## config.mk

```make
export PLATFORM = sky130hd
export DESIGN_NAME = wam_hit
export DESIGN_NICKNAME = d
export VERILOG_FILES = /design/src/rtl/wam_pkg.sv /design/src/rtl/wam_deb.sv /design/src/rtl/wam_hit.sv
export SDC_FILE = /design/constraint.sdc
export NUM_CORES = 1
export LEC_CHECK = 0
export BUFFER_PORTS_ARGS = -buffer_cell sky130_fd_sc_hd__buf_2
export CORE_MARGIN = 4
export CORE_UTILIZATION = 53
export DETAILED_ROUTE_END_ITERATION = 8
export PLACE_DENSITY = 0.76
export REMOVE_ABC_BUFFERS = 1
export SYNTH_ARGS = -nofsm -noshare
export SYNTH_HDL_FRONTEND = slang
export SYNTH_SLANG_ARGS = --single-unit
export TNS_END_PERCENT = 50
```

## constraint.sdc

```tcl
create_clock -name clk_19 -period 4.3 [get_ports clk_19]
set_clock_uncertainty 0.2 [all_clocks]
set_input_delay 0.645 -clock clk_19 [delete_from_list [all_inputs] [get_ports clk_19]]
set_output_delay 0.645 -clock clk_19 [all_outputs]
set_load 0.01 [all_outputs]
```

## src/rtl/wam_pkg.sv

```systemverilog
// Shared whack-a-mole constants and the saturating two-digit BCD adder
// (also used by the timer and display blocks).
package wam_pkg;
  localparam int         WAM_HOLES = 8;
  localparam logic [7:0] BCD_MAX   = 8'h99;

  // Valid for inc in 0..9: at most one carry out of the units digit.
  function automatic logic [7:0] bcd_sat_add(input logic [7:0] v, input logic [3:0] inc);
    logic [4:0] u;
    logic [4:0] t;
    u = {1'b0, v[3:0]} + {1'b0, inc};
    t = {1'b0, v[7:4]};
    if (u > 5'd9) begin
      u = u - 5'd10;
      t = t + 5'd1;
    end
    if (t > 5'd9) return BCD_MAX;
    return {t[3:0], u[3:0]};
  endfunction
endpackage

```

## src/rtl/wam_deb.sv

```systemverilog
// One hole button: two-flop synchroniser, counting debouncer, and a
// press strobe asserted on the edge where the debounced level rises.
module wam_deb #(
  parameter int DB_CYCLES = 4
) (
  input  logic clk_19,
  input  logic clr,
  input  logic btn_i,
  output logic press_o
);
  localparam logic [3:0] CNT_MAX = 4'(DB_CYCLES - 1);

  logic       s1_q, s2_q, db_q, db_d;
  logic [3:0] cnt_q, cnt_d;

  always_ff @(posedge clk_19 or posedge clr) begin
    if (clr) begin
      s1_q  <= 1'b0;
      s2_q  <= 1'b0;
      db_q  <= 1'b0;
      cnt_q <= 4'd0;
    end else begin
      s1_q  <= btn_i;
      s2_q  <= s1_q;
      db_q  <= db_d;
      cnt_q <= cnt_d;
    end
  end

  always_comb begin
    cnt_d = 4'd0;
    db_d  = db_q;
    if (s2_q != db_q) begin
      if (cnt_q == CNT_MAX) db_d  = s2_q;
      else                  cnt_d = cnt_q + 4'd1;
    end
  end

  // Combinational so the top registers hit/mv on the same edge db rises.
  assign press_o = db_d & ~db_q;
endmodule

```

## src/rtl/wam_hit.sv

```systemverilog
// Player input stage: debounced presses classified into hit/miss pulses,
// then accumulated into saturating BCD score and miss tallies.
module wam_hit
  import wam_pkg::*;
#(
  parameter int DB_CYCLES = 4
) (
  input  logic                 clk_19,
  input  logic                 clr,
  input  logic [WAM_HOLES-1:0] btn,
  input  logic [WAM_HOLES-1:0] holes,
  output logic [WAM_HOLES-1:0] hit,
  output logic [7:0]           score,
  output logic [7:0]           miss
);
  logic [WAM_HOLES-1:0] press;
  logic [WAM_HOLES-1:0] hit_q, mv_q;
  logic [7:0]           score_q, miss_q;

  function automatic logic [3:0] popcnt(input logic [WAM_HOLES-1:0] v);
    logic [3:0] n;
    n = 4'd0;
    for (int i = 0; i < WAM_HOLES; i++) n = n + {3'd0, v[i]};
    return n;
  endfunction

  for (genvar g = 0; g < WAM_HOLES; g++) begin : g_deb
    wam_deb #(.DB_CYCLES(DB_CYCLES)) u_deb (
      .clk_19 (clk_19),
      .clr    (clr),
      .btn_i  (btn[g]),
      .press_o(press[g])
    );
  end

  // holes is sampled on the press edge, before the generator reacts to hit.
  always_ff @(posedge clk_19 or posedge clr) begin
    if (clr) begin
      hit_q   <= '0;
      mv_q    <= '0;
      score_q <= 8'h00;
      miss_q  <= 8'h00;
    end else begin
      hit_q   <= press & holes;
      mv_q    <= press & ~holes;
      score_q <= bcd_sat_add(score_q, popcnt(hit_q));
      miss_q  <= bcd_sat_add(miss_q, popcnt(mv_q));
    end
  end

  assign hit   = hit_q;
  assign score = score_q;
  assign miss  = miss_q;
endmodule

```

==> results of run 1 <==
-- layout make-up --
class / instances / share of cell area
clock inverter: 7 / 0.0195
timing repair buffer: 64 / 0.0763
inverter: 27 / 0.0205
sequential: 88 / 0.441
tap: 102 / 0.0255
multi-input combinational: 237 / 0.393
clock buffer: 9 / 0.0248
-- report_power, final --
group | switching (µW) | total, µW | internal [µW]
Clock | 341 | 630 | 290
Sequential | 120 | 1090 | 972
Combinational | 351 | 715 | 364
-- metrics by stage --
step | util | setup slack, ns | TNS, ns | total power [µW]
5_1_grt | 0.650 | -0.409 | -2.74 | 2610
3_3_place_gp | 0.603 | -0.315 | -1.32 | 1710
6_report | 0.650 | -0.294 | -1.29 | 2440
2_1_floorplan | - | -0.479 | -2.16 | 1540
4_1_cts | 0.646 | -0.356 | -1.80 | 2440
3_5_place_dp | 0.603 | -0.440 | -2.38 | 1750
-- worst max-delay path, cell delays in order (launching register included) --
cell and delay, ns:
dfrtp_1 0.41, fa_1 0.56, inv_2 0.04, fa_1 0.45, fa_1 0.51, fa_2 0.21
inv_2 0.04, fa_1 0.50, o22a_1 0.16, o221ai_2 0.08, o31a_1 0.33, or4_1 0.41
a221o_1 0.43, and2_1 0.16
-- worst paths after layout --
path	startpoint	end	slack (ns)	cells past startpoint
max	hit[3]$_DFF_PP0_	score[1]$_DFF_PP0_	-0.29	13
min	clr	g_deb[7].u_deb.cnt_q[1]$_DFF_PP0_	0.13	2
max reg2reg	hit[3]$_DFF_PP0_	score[1]$_DFF_PP0_	-0.29	13
min reg2reg	g_deb[5].u_deb.s1_q$_DFF_PP0_	g_deb[5].u_deb.s2_q$_DFF_PP0_	0.16	0
max in group asynchronous	clr	g_deb[0].u_deb.db_q$_DFF_PP0_	2.99	3
min in group clk_19	g_deb[5].u_deb.s1_q$_DFF_PP0_	g_deb[5].u_deb.s2_q$_DFF_PP0_	0.16	0
-- layout by cell type (no fill, tap or decap), drive strengths merged, types with 12 or more instances in the layout --
cell    n
dfrtp  88
nand2  16
nand3  12
buf    64
nor2b  12
a21oi  18
ha     24
inv    31
nor2   21
-- timing repair --
| action | in CTS | in global routing |
|---|---|---|
| buffers inserted | 6 | 1 |
| resized for setup | 17 | 10 |
| setup endpoints to repair | 12 | 16 |
| pin swaps | 28 | 20 |
-- kinds of logic after synthesis --
family          synth area share
fa+ha+maj                  0.120
buf+inv                   0.0269
simple gates               0.181
flops                      0.526
compound gates            0.0744
xor+xnor                  0.0460
mux                       0.0266
-- layer usage --
metal | share of wire | track usage | wire length (µm) | vias to the layer above
li1 | - | - | - | 1393
met1 | 0.44 | 0.224 | 3500 | 1408
met2 | 0.52 | 0.296 | 4110 | 42
met3 | 0.036 | 0.0476 | 288 | 6
met4 | 0.0084 | 0.0454 | 67 | 0
met5 | 0 | 0 | 0 | -
-- Yosys cell counts (all sizes together) (3+ instances only) --
master and n:
inv 27, nand2 16, mux2 9, o21ai 3, xor2 11, nand3b 7, nor4 3, fa 10
or3 4, nand3 12, and4b 8, nor3 10, xnor2 11, dfrtp 88, o31a 3, nor3b 8
ha 24, o31ai 3, nor4bb 8, nand2b 9, nor2 21, a21oi 18, nor2b 12
-- registers in the layout, summed over array words and instances, names as in the netlist --
register,cells
g_deb.u_deb.cnt_q,32
g_deb.u_deb.db_q,8
g_deb.u_deb.s1_q,8
g_deb.u_deb.s2_q,8
hit,8
miss,8
mv_q,8
score,8
==> results.cfg, run 1 <==
[run_status]
status = finished with violations
violations = setup timing

[placement]
hpwl_mm = 5.69
io_buffers = 41
gp_congestion = 0.822
place_area_um2 = 4640
placed_cells = 512

[sta]
fin_crit_sh = 1.07
setup_ws_ns = -0.294
fmax_mhz = 218
drv_slew = 0
rsz0062_at_grt = true
relSlewSlack = 0.386
hold_slack_ns = 0.129
hold_viol = 0
setup_violations = 9
fin_crit_ns = 4.59
tightest_slew_ns = 0.913

[synthesis]
synth_area_per_cell_um2 = 11.8
synth.area.top_cells = dfrtp_1 (53%), ha_1 (7.2%), fa_1 (4.8%)
yosysTopAreaCell = dfrtp_1
synth_top_area_share = 0.526
yosysWarnings = 0
ys_ff_latch = 88
synth-seq-area-share = 0.526
ys_async_sr_fraction = 1.00
syn_inst = 355
syn_area_um2 = 4190
synth-main-ff-cell = dfrtp_1
synth_edf_count = 0
synth_cell_types = 45

[clocking]
cts_hold_repair.buffers = 0
clockBufferDepth = 2
insertion_delay_ns = 0.36
clock_sink_count = 88
cts_root_buf = clkbuf_8
numCtsBuffers = 9
clkTransAtPathRegs_ns = 0.10
ctsHtreeMaxLevel = 3
cts_tree = yes

[critical_path]
worstPathMaxFanout = 5
path_class = reg2reg
cp_data_required_time_ns = 4.36
worstSetupEndpointType = register
cp.arrival_ns = 4.66
start_kind = register

[run]
drv_cap = 0

[drt]
wl_per_cell_um = 14.9
final_antenna_net_count = 0
drc = 0
dr.pass1.iters = 4
drt_iter0_markers = 81
wirelength_mm = 7.96
vias = 2849
via_per_inst = 5.34

[layout]
seqCellArea_um2 = 2200
fillers = 595
multi_input_area_um2 = 1960
postLayoutCellArea_um2 = 5000
areaGrowthSynthToFinish_pct = 19.4
nets = 479
drive_above_1_share = 0.257
diodes = 0
stdcell_count = 534

[worst_hold_path]
hp-class = in2async

[grt]
grt_pass1_vias = 2881
grt_first_pass_wirelength_mm = 13.4
grt_usage = 0.175
antenna_found_initial = 0
overflow = 0
grt_max_degree = 39

[power_and_ir_drop]
max-vdd-ir-drop_uv = 250
power_density_nw_per_um2 = 488
leakage_uw = 0.00247

[die]
num_io_pins = 42
coreArea_um2 = 7690
start_util = 0.545
die_width_um = 96.9
std_cell_rows = 32
die-area_um2 = 9390
die_h_um = 96.9
Note: power is estimated with default switching activity, not from simulation.
==> run 2: changes to the inputs <==
--- a/config.mk
+++ b/config.mk
@@ -10,7 +10,6 @@
 export CORE_UTILIZATION = 53
 export DETAILED_ROUTE_END_ITERATION = 8
 export PLACE_DENSITY = 0.76
-export REMOVE_ABC_BUFFERS = 1
 export SYNTH_ARGS = -nofsm -noshare
 export SYNTH_HDL_FRONTEND = slang
 export SYNTH_SLANG_ARGS = --single-unit
==> run 2 against run 1 <==
The run still ends with setup timing left. Critical path depth increased by 2. Die area unchanged. Cell area decreased by 0.25%. Hold slack improved by 0.025 ns. Clock power decreased by 4.1%. Critical path type unchanged. Critical endpoint is now score[3]$_DFF_PP0_. Largest power group unchanged.
==> results.cfg, run 2 (synthesis results as in run 1) <==
[power_and_ir_drop]
comb_power_share = 0.294
max-vdd-ir-drop_uv = 289
switching_share = 0.310
power_density_nw_per_um2 = 481
leakage_uw = 0.00247
p_int_uw = 1650
power.share.clock = 0.252
switchingPower_uw = 743
pwr-share-seq = 0.454

[sta]
fin_crit_sh = 1.05
rsz0062_at_grt = true
setup_violations = 8
fin_crit_ns = 4.52
setup_ws_ns = -0.220
drv_slew = 0
tightest_slew_ns = 0.828
hold_viol = 0
relSlewSlack = 0.448
fmax_mhz = 221

[layout]
nets = 479
top_register = g_deb.u_deb.cnt_q
fillers = 617
postLayoutCellArea_um2 = 4990
final_cell_mix = dfrtp_1 (88), buf_2 (41), ha_1 (24)
final_common_cell = dfrtp_1
largest_reg_flops = 32
fin_util = 0.649
diodes = 0
drive_above_1_share = 0.251
areaGrowthSynthToFinish_pct = 19.1

[grt]
antenna_found_initial = 0
grt_max_degree = 50
grt_busiest_layer = met2
gr-usage-met2 = 0.277
grt_pass1_vias = 2917
overflow = 0
grt_usage = 0.172
grt_first_pass_wirelength_mm = 13.2
use_met3 = 0.0512
grt_use_met1 = 0.229

[critical_path]
start_kind = register
worstPathMaxFanout = 6
worstSetupEndpointType = register
cp.arrival_ns = 4.56
path_class = reg2reg
cp_data_required_time_ns = 4.34
rr_worst_depth = 15

[die]
start_util = 0.545
num_io_pins = 42
die-area_um2 = 9390
std_cell_rows = 32
die_h_um = 96.9
coreArea_um2 = 7690
die_width_um = 96.9

[worst_hold_path]
hold_depth = 0
hp-class = reg2reg

[drt]
wirelength_mm = 7.59
final_antenna_net_count = 0
drt_iter0_markers = 60
vias = 2896
via_per_inst = 5.43
dr.pass1.iters = 4
drc = 0
wl_per_cell_um = 14.2

[run]
drv_cap = 0

[placement]
io_buffers = 41
gp_congestion = 0.864
hpwl_mm = 5.67
place_area_um2 = 4660

[clocking]
clock_sink_count = 88
clockBufferDepth = 2
ctsHtreeMaxLevel = 3
cts_hold_repair.buffers = 0
clkTransAtPathRegs_ns = 0.08
insertion_delay_ns = 0.35
cts_root_buf = clkbuf_8
cts_tree = yes
numCtsBuffers = 9

[synthesis]
syn-num-nets = 407

[run_status]
violations = setup timing
status = finished with violations
[run 2: changes by cell type in the layout (fill, tap and decap cells not counted), moves of 2 or more]
cell	previous run	this run
inv_8	3	0
clkinv_4	0	2
inv_6	2	0
nand3_1	12	10
nand3_2	0	2
[run 2: power by group through the flow]
stage / clock (µW) / sequential [µW] / combinational (µW)
after global placement: 0 / 1090 / 615
after floorplan: 0 / 1100 / 446
final: 604 / 1090 / 705
after CTS: 623 / 1090 / 703
after global routing: 667 / 1110 / 799
after detailed placement: 0 / 1110 / 654
[run 2: metrics by stage]
| step | total power, µW | setup TNS (ns) | cells | setup WS [ns] | hold slack, ns |
|---|---|---|---|---|---|
| finish | 2400 | -1.05 | 533 | -0.220 | 0.154 |
| detailed placement | 1760 | -2.23 | 514 | -0.343 | 0.137 |
| floorplan | 1540 | -1.26 | 355 | -0.308 | 0.131 |
| CTS | 2410 | -1.50 | 531 | -0.267 | 0.156 |
| global route | 2580 | -2.56 | 533 | -0.342 | 0.161 |
| global placement | 1710 | -1.25 | 514 | -0.252 | 0.132 |
[run 2: final timing paths]
| kind | start | slack, ns | endpoint |
|---|---|---|---|
| min in group asynchronous | clr | 0.21 | g_deb[3].u_deb.s1_q$_DFF_PP0_ |
| hold / removal | g_deb[3].u_deb.s1_q$_DFF_PP0_ | 0.15 | g_deb[3].u_deb.s2_q$_DFF_PP0_ |
| setup reg to reg | hit[3]$_DFF_PP0_ | -0.22 | score[3]$_DFF_PP0_ |
| max in group asynchronous | clr | 2.70 | hit[6]$_DFF_PP0_ |
| setup / recovery | hit[3]$_DFF_PP0_ | -0.22 | score[3]$_DFF_PP0_ |
| hold reg to reg | g_deb[3].u_deb.s1_q$_DFF_PP0_ | 0.15 | g_deb[3].u_deb.s2_q$_DFF_PP0_ |
[run 2: timing repair]
action	in CTS	in global routing
buffers inserted	2	2
resized for setup	17	7
endpoints found under the setup margin	15	16
pin swaps	18	11
[run 2: layout make-up]
type / count / area, µm² / area share
Clock inverter: 5 / 82.6 / 0.0166
Sequential cell: 88 / 2200 / 0.442
Inverter: 27 / 103 / 0.0206
Multi-Input combinational cell: 237 / 1960 / 0.393
Clock buffer: 10 / 128 / 0.0256
Timing Repair Buffer: 64 / 385 / 0.0773
Tap cell: 102 / 128 / 0.0256
[run 2: critical path, stage by stage (launching register included)]
cell      delay, ns
dfrtp_1        0.40
fa_1           0.54
inv_1          0.05
fa_1           0.45
fa_1           0.51
fa_2           0.21
inv_2          0.04
fa_1           0.53
o22a_1         0.14
o221ai_1       0.10
o31a_1         0.30
buf_4          0.16
o31ai_1        0.33
a221o_1        0.27
buf_4          0.14
nand3_2        0.04
[run 2: metal layers]
layer  up-vias  part of all wire
met5         -                 0
met4         0             0.011
met3        12             0.047
met2        71              0.50
met1      1421              0.45
li1       1392                 -
==> run 3: changes to the inputs <==
--- a/config.mk
+++ b/config.mk
@@ -5,7 +5,9 @@
 export SDC_FILE = /design/constraint.sdc
 export NUM_CORES = 1
 export LEC_CHECK = 0
+export ABC_AREA = 1
 export BUFFER_PORTS_ARGS = -buffer_cell sky130_fd_sc_hd__buf_2
+export CORE_ASPECT_RATIO = 0.75
 export CORE_MARGIN = 4
 export CORE_UTILIZATION = 53
 export DETAILED_ROUTE_END_ITERATION = 8
==> run 3 against run 2 <==
The flow now finishes without violations. Routed wire length decreased by 12%. Register-to-register slack improved by 0.53 ns. Non-clock buffer count fell by 22. Largest cell class unchanged. Cell area fell by 5.4%. Critical path depth increased by 2. Critical path type unchanged. Area after synthesis shrank 0.75%. Setup slack better by 0.53 ns.
==> results.cfg, run 3 <==
[die]
die_h_um = 84.7
die-area_um2 = 9340
coreArea_um2 = 7470
std_cell_rows = 27
num_io_pins = 42
start_util = 0.557
die_width_um = 110

[sta]
drv_slew = 0
hold_viol = 0
fin_crit_sh = 0.927
rsz0062_at_grt = false
setup_tns_ns = 0
setup_violations = 0
tightest_slew_ns = 0.809
relSlewSlack = 0.460
fmax_mhz = 251
fin_crit_ns = 3.99

[clocking]
cts_tree = yes
cts_resized = 0
clock_sink_count = 88
cts_setup_buffers = 0
cts_root_buf = clkbuf_8
clkTransAtPathRegs_ns = 0.08
ctsHtreeMaxLevel = 3
clockBufferDepth = 2
cts_hold_repair.buffers = 0
insertion_delay_ns = 0.36
numCtsBuffers = 9

[placement]
io_buffers = 41
hpwl_mm = 5.15
placed_cells = 542
gp_congestion = 0.851

[drt]
via_per_inst = 4.68
dr.pass1.iters = 5
vias = 2612
wirelength_mm = 6.69
final_antenna_net_count = 0
wl_per_cell_um = 12.0
drc = 0
drt_iter0_markers = 78

[layout]
final_cell_mix = dfrtp_1 (88), inv_1 (61), nor2_1 (59)
diodes = 0
final_common_cell = dfrtp_1
areaGrowthSynthToFinish_pct = 13.5
nets = 504
top_register = g_deb.u_deb.cnt_q
fin_util = 0.632
largest_reg_flops = 32
drive_above_1_share = 0.208
stdcell_count = 558

[grt]
grt_pass1_vias = 2554
antenna_found_initial = 0
grt_first_pass_wirelength_mm = 11.4
grt_usage = 0.158
grt_max_degree = 50
overflow = 0

[worst_hold_path]
hp-class = reg2reg
hp-start = g_deb[6].u_deb.s1_q$_DFF_PP0_
hold_depth = 0
hold_end = g_deb[6].u_deb.s2_q$_DFF_PP0_

[synthesis]
synth.area.top_cells = dfrtp_1 (53%), ha_1 (7.2%), inv_1 (5.6%)
yosysTopAreaCell = dfrtp_1
synthMuxAreaShare = 0
synth_cell_types = 27
synthSimpleGateAreaFrac = 0.193
yosysWarnings = 0
synth_compound_area_frac = 0.0250
ys_async_sr_fraction = 1.00
syn-num-nets = 451
synth_area_per_cell_um2 = 10.4
synth-xor-area-share = 0.0753
syn_inst = 399
synth_top_family_by_area = simple AND/OR/NAND/NOR gates
synth-main-ff-cell = dfrtp_1
ys_ff_latch = 88
synth_most_common_cell = dfrtp_1
synth_top_area_share = 0.530
synth_adder_area_share = 0.120
synth_edf_count = 0
syn_area_um2 = 4160
synth_common_cells = dfrtp_1 (88), inv_1 (62), nor2_1 (59)
synth-seq-area-share = 0.530

[critical_path]
path_class = reg2reg
regToRegEndpoint = miss[4]$_DFF_PP0_
start_kind = register
rrSetupSlack_ns = 0.31
worstSetupEndpointType = register
cp.arrival_ns = 4.03
worstPathMaxFanout = 8
r2r_start = miss[0]$_DFF_PP0_
rr_worst_depth = 17
cp_data_required_time_ns = 4.34

[run_status]
status = completed

[run]
drv_cap = 0
-- run 3: cell count changes in the layout (fill, tap and decap cells not counted), moves of 12 or more --
cell and change:
buf_4 -20, inv_1 +38, nand2_1 +33, nor2b_1 -12, nor2_1 +39
-- run 3: cell type report --
class | count | area (µm²)
clock buffer | 10 | 128
clock inverter | 6 | 91.3
fill | 609 | 2750
inverter | 63 | 238
multi-input combinational | 248 | 1720
sequential | 88 | 2200
tap | 101 | 126
timing repair buffer | 42 | 213
-- run 3: cells by family after synthesis --
logic type,count (synthesis)
AOI/OAI and AO/OA,18
and+or+nand+nor,162
buffers and inverters,63
DFF,88
adders and majority gates,34
xor gates and xnor gates,34
-- run 3: stage by stage --
stage	instance area, µm²	hold WS (ns)	setup slack [ns]
2_1_floorplan	4160	0.131	0.474
3_3_place_gp	4500	0.131	0.407
3_5_place_dp	4500	0.136	0.303
4_1_cts	4720	0.157	0.306
5_1_grt	4720	0.163	0.101
6_report	4720	0.152	0.313
-- run 3: worst max-delay path, cell delays in order (launching register included) --
cell and delay (ns):
dfrtp_1 0.41, fa_1 0.53, inv_1 0.05, fa_1 0.49
fa_1 0.42, fa_1 0.36, inv_1 0.09, fa_1 0.41
inv_1 0.13, nand2_2 0.09, nand3_4 0.12, nand2_4 0.10
nand2_1 0.08, nand2_1 0.07, inv_1 0.07, nand3_2 0.07
nand2_1 0.12, nand2_1 0.06
-- run 3: metal layers --
layer / GRT usage / share of wire / vias to the layer above
met1: 0.219 / 0.50 / 1228
met4: 0.0414 / 0.011 / 0
met3: 0.0507 / 0.046 / 8
met5: 0 / 0 / -
li1: - / - / 1327
met2: 0.241 / 0.45 / 49
-- run 3: worst max path at each step --
stage                                 start                 end  slack, ns  depth (start not counted)
after global routing       hit[0]$_DFF_PP0_  score[5]$_DFF_PP0_       0.10                         16
after CTS                 miss[0]$_DFF_PP0_   miss[3]$_DFF_PP0_       0.31                         17
after detailed placement  miss[0]$_DFF_PP0_   miss[4]$_DFF_PP0_       0.30                         17
final                     miss[0]$_DFF_PP0_   miss[4]$_DFF_PP0_       0.31                         17
after floorplan            hit[0]$_DFF_PP0_  score[1]$_DFF_PP0_       0.47                         17
after global placement    miss[0]$_DFF_PP0_   miss[0]$_DFF_PP0_       0.41                         17
Power of run 3 is not shown: default switching activity piles up to over one toggle a cycle in this logic, so the estimate is an artifact.
